`config.mk`:
```
export PLATFORM = sky130hd
export DESIGN_NAME = mem_resp
export DESIGN_NICKNAME = d
export VERILOG_FILES = /design/src/rtl/mem_pkg.sv /design/src/rtl/mem_resp_array.sv /design/src/rtl/mem_resp.sv
export SDC_FILE = /design/constraint.sdc
export NUM_CORES = 2
export LEC_CHECK = 0
export CORE_MARGIN = 4
export CORE_UTILIZATION = 53
export CTS_CLUSTER_SIZE = 14
export DETAILED_ROUTE_END_ITERATION = 16
export PLACE_DENSITY = 0.68
export SYNTH_ARGS = -nofsm -noshare
export SYNTH_HDL_FRONTEND = slang
export SYNTH_SLANG_ARGS = --single-unit
export TNS_END_PERCENT = 100
```
`constraint.sdc`:
```
create_clock -name clk -period 6.9 [get_ports clk]
set_input_delay 1.725 -clock clk [delete_from_list [all_inputs] [get_ports clk]]
set_output_delay 1.725 -clock clk [all_outputs]
set_load 0.03 [all_outputs]
```
`src/rtl/mem_pkg.sv`:
```
// rtl/mem_pkg.sv - shared types and default widths for the mem_resp block
package mem_pkg;

    localparam int DEF_ADDR_W = 8;
    localparam int DEF_DATA_W = 8;

    typedef enum logic [1:0] {
        IDLE = 2'd0,
        WAIT = 2'd1,
        DONE = 2'd2
    } state_t;

    typedef enum logic {
        OP_RD = 1'b0,
        OP_WR = 1'b1
    } op_t;

endpackage

```
`src/rtl/mem_resp_array.sv`:
```
// rtl/mem_resp_array.sv - single-port storage, synchronous write, registered read, no reset
module mem_resp_array #(
    parameter int ADDR_W = 8,
    parameter int DATA_W = 8
) (
    input  logic              clk,
    input  logic              we,
    input  logic [ADDR_W-1:0] addr,
    input  logic [DATA_W-1:0] wdata,
    output logic [DATA_W-1:0] rdata
);

    logic [DATA_W-1:0] mem [2**ADDR_W];

    always_ff @(posedge clk) begin
        if (we) begin
            mem[addr] <= wdata;
        end
        rdata <= mem[addr];
    end

endmodule

```
`src/rtl/mem_resp.sv`:
```
// rtl/mem_resp.sv - wait-state memory responder; MEM_RESP_STATS_EN adds wr_cnt/rd_cnt
module mem_resp
    import mem_pkg::*;
#(
    parameter int ADDR_W      = DEF_ADDR_W,
    parameter int DATA_W      = DEF_DATA_W,
    parameter int WAIT_CYCLES = 1
) (
    input  logic              clk,
    input  logic              rst_n,
    input  logic              cs,
    input  logic              we,
    input  logic              re,
    input  logic [ADDR_W-1:0] addr,
    input  logic [DATA_W-1:0] data_in,
    output logic [DATA_W-1:0] data_out,
    output logic              ack,
    output logic              err
`ifdef MEM_RESP_STATS_EN
    ,
    output logic [15:0]       wr_cnt,
    output logic [15:0]       rd_cnt
`endif
);

    localparam logic [3:0] WAIT_INIT = 4'(WAIT_CYCLES);

    state_t            state;
    op_t               op_q;
    logic [ADDR_W-1:0] addr_q;
    logic [DATA_W-1:0] data_q;
    logic [3:0]        wait_cnt;
    logic [DATA_W-1:0] rd_data;
    logic [ADDR_W-1:0] arr_addr;
    logic              arr_we;
    logic              req_ok;
    logic              req_bad;

    assign req_ok  = cs && (we ^ re);
    assign req_bad = cs && we && re;

    // In IDLE the array already looks up the incoming address, so read data
    // is ready by DONE even with zero wait states.
    assign arr_addr = (state == IDLE) ? addr : addr_q;
    assign arr_we   = (state == DONE) && (op_q == OP_WR);

    mem_resp_array #(
        .ADDR_W (ADDR_W),
        .DATA_W (DATA_W)
    ) u_array (
        .clk   (clk),
        .we    (arr_we),
        .addr  (arr_addr),
        .wdata (data_q),
        .rdata (rd_data)
    );

    always_ff @(posedge clk or negedge rst_n) begin
        if (!rst_n) begin
            state    <= IDLE;
            op_q     <= OP_RD;
            addr_q   <= '0;
            data_q   <= '0;
            wait_cnt <= '0;
            data_out <= '0;
            ack      <= 1'b0;
            err      <= 1'b0;
        end else begin
            ack <= 1'b0;
            err <= 1'b0;
            case (state)
                IDLE: begin
                    if (req_ok) begin
                        op_q     <= we ? OP_WR : OP_RD;
                        addr_q   <= addr;
                        data_q   <= data_in;
                        wait_cnt <= WAIT_INIT;
                        state    <= (WAIT_INIT != 4'd0) ? WAIT : DONE;
                    end else if (req_bad) begin
                        err <= 1'b1;
                    end
                end
                WAIT: begin
                    if (wait_cnt <= 4'd1) begin
                        wait_cnt <= 4'd0;
                        state    <= DONE;
                    end else begin
                        wait_cnt <= wait_cnt - 4'd1;
                    end
                end
                DONE: begin
                    ack <= 1'b1;
                    if (op_q == OP_RD) begin
                        data_out <= rd_data;
                    end
                    state <= IDLE;
                end
                default: state <= IDLE;
            endcase
        end
    end

`ifdef MEM_RESP_STATS_EN
    always_ff @(posedge clk or negedge rst_n) begin
        if (!rst_n) begin
            wr_cnt <= '0;
            rd_cnt <= '0;
        end else if (state == DONE) begin
            if (op_q == OP_WR && wr_cnt != 16'hFFFF) begin
                wr_cnt <= wr_cnt + 16'd1;
            end
            if (op_q == OP_RD && rd_cnt != 16'hFFFF) begin
                rd_cnt <= rd_cnt + 16'd1;
            end
        end
    end
`endif

endmodule

```
* After elaboration in Yosys (flattened, before gate mapping)
Memory sizes are Yosys's and may differ from the RTL's. A register that Yosys moved wholly into a read port is not among the register bits.
Index checks and enable logic that the tools add are counted.
** Storage, ports and cells
- Bits in registers :: 33
- Bits in writable memories :: 2048
- Bits of input ports :: 21
- Output and inout bits :: 10
- Memories :: 1
** Operators by class
- Add/subtract/negate cells :: 1
- Magnitude comparators :: 1
- Equality and inequality tests :: 4
- Muxes and demuxes :: 14
- Bitwise operators :: 2
- Reduce and logical (&&, ||, !) cells :: 10
** Memories
- u_array.mem :: words 256, width 8, read ports 1, clocked after memory_dff 1, wr ports 1, RTL line mem_resp_array.sv:13 : logic [DATA_W-1:0] mem [2**ADDR_W];
** Operators with widths (count)
- two-way mux 4 bit :: 2
- two-way mux 8 bit :: 1
- one-hot mux 4 bit (2 select lines) :: 1
- AND reduction 2 bit :: 4
- two-way mux 1 bit :: 7
- <= comparator 4 x 1 -> 1 bit (second input constant) :: 1
- logical AND 1 bit :: 4
- two-way mux 2 bit :: 2
- inequality test 2 bit (second input constant) :: 2
- one-hot mux 2 bit (2 select lines) :: 1
- subtractor 4 x 1 -> 4 bit (second input constant) :: 1
- == test 2 x 1 -> 1 bit (second input constant) :: 1
- == test 2 bit (second input constant) :: 1
- logical NOT 2 bit :: 1
- nonzero test 2 bit :: 1
- inverter 1 bit :: 1
- XOR 1 bit :: 1

* Longest topological paths before layout
- Depth in word-level cells :: 5
- Mapped depth :: 11

* Modules after synthesis
Synthesis repeated with hierarchy kept, for this count alone.
** Second synthesis, totals
- Cells, all modules :: 3642
- Area, all modules :: 79944.2 sq um
** Modules (own cells, without submodules)
- mem_resp_array :: instances 1, cells each 3547, area each 78492.8 sq um, sequential area each 61659.1 sq um
- mem_resp :: instances 1, cells each 95, area each 1451.4 sq um, sequential area each 825.8 sq um

* Worst setup path before layout
No wires, ideal clock.
- Kind :: input -> register
- From :: input addr[1]
- To :: memory u_array.mem[129][0], enable pin
- Setup time :: 0.371 ns
- Arrival time :: 3.931 ns
- Path slack :: 2.598 ns
- Stages :: 8
- Buffers on the path :: 4
- Cell sequence :: or4b_2 o21ai_1 buf_2 buf_2 buf_2 nand3_1 clkbuf_1 nor2_1
** On the way
- Cells in the longest elaborated chain, start to end :: 1
** Ends and longest elaborated chain
- from (decl) :: RTL line mem_resp.sv:14 : input logic [ADDR_W-1:0] addr,
- two-way mux 8 bit :: RTL line mem_resp.sv:44 : assign arr_addr = (state == IDLE) ? addr : addr_q;
- to (decl) :: RTL line mem_resp_array.sv:13
No other way between the ends.

* Worst setup path in the final report
- From :: input addr[0]
- To :: register u_array.rdata[4] (read register of u_array.mem)
** On the way
- Cells in the longest elaborated chain, start to end :: 1
** Ends and longest elaborated chain
- two-way mux 8 bit :: RTL line mem_resp.sv:44
- to (decl) :: RTL line mem_resp_array.sv:10 : output logic [DATA_W-1:0] rdata
No other way between the ends.
A chain may end at the register's enable or synchronous reset.

==> flow_metrics.tcl <==
set metrics [dict create \
    syn_avg_cell_area_um2 18.3 \
    cts_tree "yes" \
    grt_pass1_wl_um 289000 \
    areaGrowthSynthToFinish_pct 13.1 \
    core_um2 144000 \
    power.leakage_nw 27.2 \
    rows 139 \
    cp.required_ns 7.61 \
    synth-edff-count 2048 \
    cts_resized 0 \
    cts_sinks 2089 \
    die_w_um 389 \
    slew_viol_final 0 \
    total_power_mw 37.1 \
    skew_ns 0.0577 \
    finalSetupViolations 0 \
    hold_viol 0 \
    worst_pin_slew_ns 1.48 \
    hold_class "reg -> reg" \
    arrival_ns 5.74 \
    crit-reg2reg-launch "state[1]$_DFFE_PN0P_" \
    ys_top_cells_by_count "edfxtp_1, a221oi_1, a22o_1, nor2_1, o22ai_1" \
    min_period_ns 5.03 \
    drt_first_pass_iters 8 \
    grt-ovfl-total 0 \
    end_kind "register" \
    cts_buffers 199 \
    clk_pin_slew_ns 0.06 \
    start_kind "input port" \
    die_h_um 389 \
    htree_num_levels 4 \
    crit_path_max_fanout 47 \
    hpwl_um 115000 \
    rsz0062_at_grt "no" \
    post-cts-setup-buffers 0 \
    wire_per_inst_um 30.6 \
    synth_ff_type "edfxtp_1" \
    seq_area_frac_synth 0.812 \
    yosys-top-cells-area "edfxtp_1, a221oi_1, a22o_1, o22ai_1, nor2_1" \
    synth_top_area_share 0.799 \
    grt_max_degree 226 \
    ctsHoldBuffers 0 \
    synth_fp_nets 4226 \
    via_per_inst 6.73 \
    wl_um 197000 \
    place_congestion 0.851 \
    outcome "finished, final reports clean" \
    initial_core_util 0.534 \
    max_slew_margin 0.0155 \
    antenna_found_initial 7 \
    synth-seq-cells 2089 \
    detailroute.via_count 43400 \
    grt_pass1_vias 42300 \
    clock_path_buffers 3 \
    fin_crit_sh 0.729 \
    cap_viol_max_count 0 \
    clock_latency_ns 0.84 \
    synth_top_area_cell "edfxtp_1" \
    power_density_nw_per_um2 426 \
    grt_usage 0.257 \
    crit_type "in -> reg" \
    final_nets 4409 \
    timing.fmax_mhz 199 \
    synth_cell_type_count 42 \
    portBuffers 30 \
    drt_iter0_markers 5715 \
    io_pins 31 \
    detail-route-antenna-nets 0 \
    async_reset_ff_frac 0.0158 \
    synthCells 4203 \
    ys_warn_count 0 \
    hold_start "u_array.rdata[5]$_DFF_P_" \
    critical_path.startpoint "addr[0]" \
    synthesis.area_um2 77000 \
    final_layout_size_suffix_gt1_frac 0.129 \
    totalNegativeSetupSlack_ns 0 \
    synth_most_common_cell "edfxtp_1" \
    clock_tree.root_cell "clkbuf_16" \
    die-area_um2 151000 \
    drc 0 \
    ir_drop_mv 0.549 \
]
==> through the flow <==
step	setup WS (ns)	hold WS, ns	area, um^2	utilization	std cells
2_1_floorplan	2.60	0.439	77000	-	4203
3_3_place_gp	1.13	0.448	80800	0.561	6088
3_5_place_dp	1.18	0.449	80800	0.561	6088
4_1_cts	2.00	0.467	87000	0.604	6449
5_1_grt	1.83	0.485	87000	0.604	6449
6_report	1.87	0.460	87000	0.604	6451
==> critical path, stage by stage <==
cell,delay (ns)
clkdlybuf4s50_1,0.55
or4b_1,0.18
o21ai_4,0.12
buf_12,0.25
buf_4,0.32
a22o_1,0.28
a221oi_1,0.22
o22ai_1,0.21
nor4_1,1.02
nand2_1,0.28
a2111o_1,0.49
==> layout by cell type, fill, tap and decap left out, types with 6 or more instances in the layout <==
cell type        instances
dfrtp_1                 25
clkbuf_1                49
nand3_2                 12
a21boi_1                 8
a21oi_1                 17
clkinv_2                27
nor4_1                  64
o21ai_0                  8
clkdlybuf4s50_1         29
nor2_1                 265
nand2_1                 52
buf_12                  22
a22o_1                 512
dfxtp_1                  8
o22ai_1                256
dfrtp_4                  8
mux2_2                  24
edfxtp_1              2048
bufinv_16               16
nand3b_1                 6
a2111o_1                 8
buf_4                  247
clkinv_1                50
nand3_1                  7
clkbuf_16              203
nand2b_1                 9
a221oi_1               512
==> final timing paths <==
check,endpoint,slack (ns),cells past startpoint
setup / recovery,u_array.rdata[4]$_DFF_P_,1.87,11
hold / removal,data_out[5]$_DFFE_PN0P_,0.46,1
setup reg to reg,u_array.rdata[4]$_DFF_P_,2.16,9
hold reg to reg,data_out[5]$_DFFE_PN0P_,0.46,1
max in group asynchronous,data_q[2]$_DFFE_PN0P_,5.22,1
min in group asynchronous,wait_cnt[0]$_DFFE_PN0P_,1.01,1
==> per-layer routing <==
layer,GRT usage,vias to the layer above,part of all wire
li1,-,18400,-
met1,0.362,22200,0.39
met2,0.403,2387,0.47
met3,0.0486,436,0.091
met4,0.101,8,0.040
met5,0,-,0.00029
==> power breakdown <==
group / switching [mW] / internal, mW
sequential: 0.540 / 16.0
clock: 4.53 / 5.98
combinational: 6.96 / 3.08
==> cell type report <==
cell class	count	area, um^2
Inverter	3	11.3
Multi-Input combinational cell	1794	13300
Clock inverter	109	985
Fill cell	10100	57000
Tap cell	1903	2380
Clock buffer	252	5260
Sequential cell	2089	62500
Timing Repair Buffer	299	2590
Antenna cell	2	5.00
==> registers in the layout, summed over array words and instances (netlist names) <==
register / cells
u_array.rdata: 8
err: 1
u_array.mem: 2048
ack: 1
state: 2
data_out: 8
wait_cnt: 4
data_q: 8
op_q: 1
addr_q: 8
==> logic make-up (layout without fill, tap and decap cells) <==
group	count (synthesis)	count (layout)	synth area share
compound gates	1338	1338	0.142
xor+xnor	2	2	0.000228
fa+ha+maj	2	2	0.000325
buf+inv	320	663	0.0172
flops	2089	2089	0.812
mux	25	25	0.00364
other cells	0	2	0
simple gates	427	427	0.0244
(Power assumes the default switching activity.)
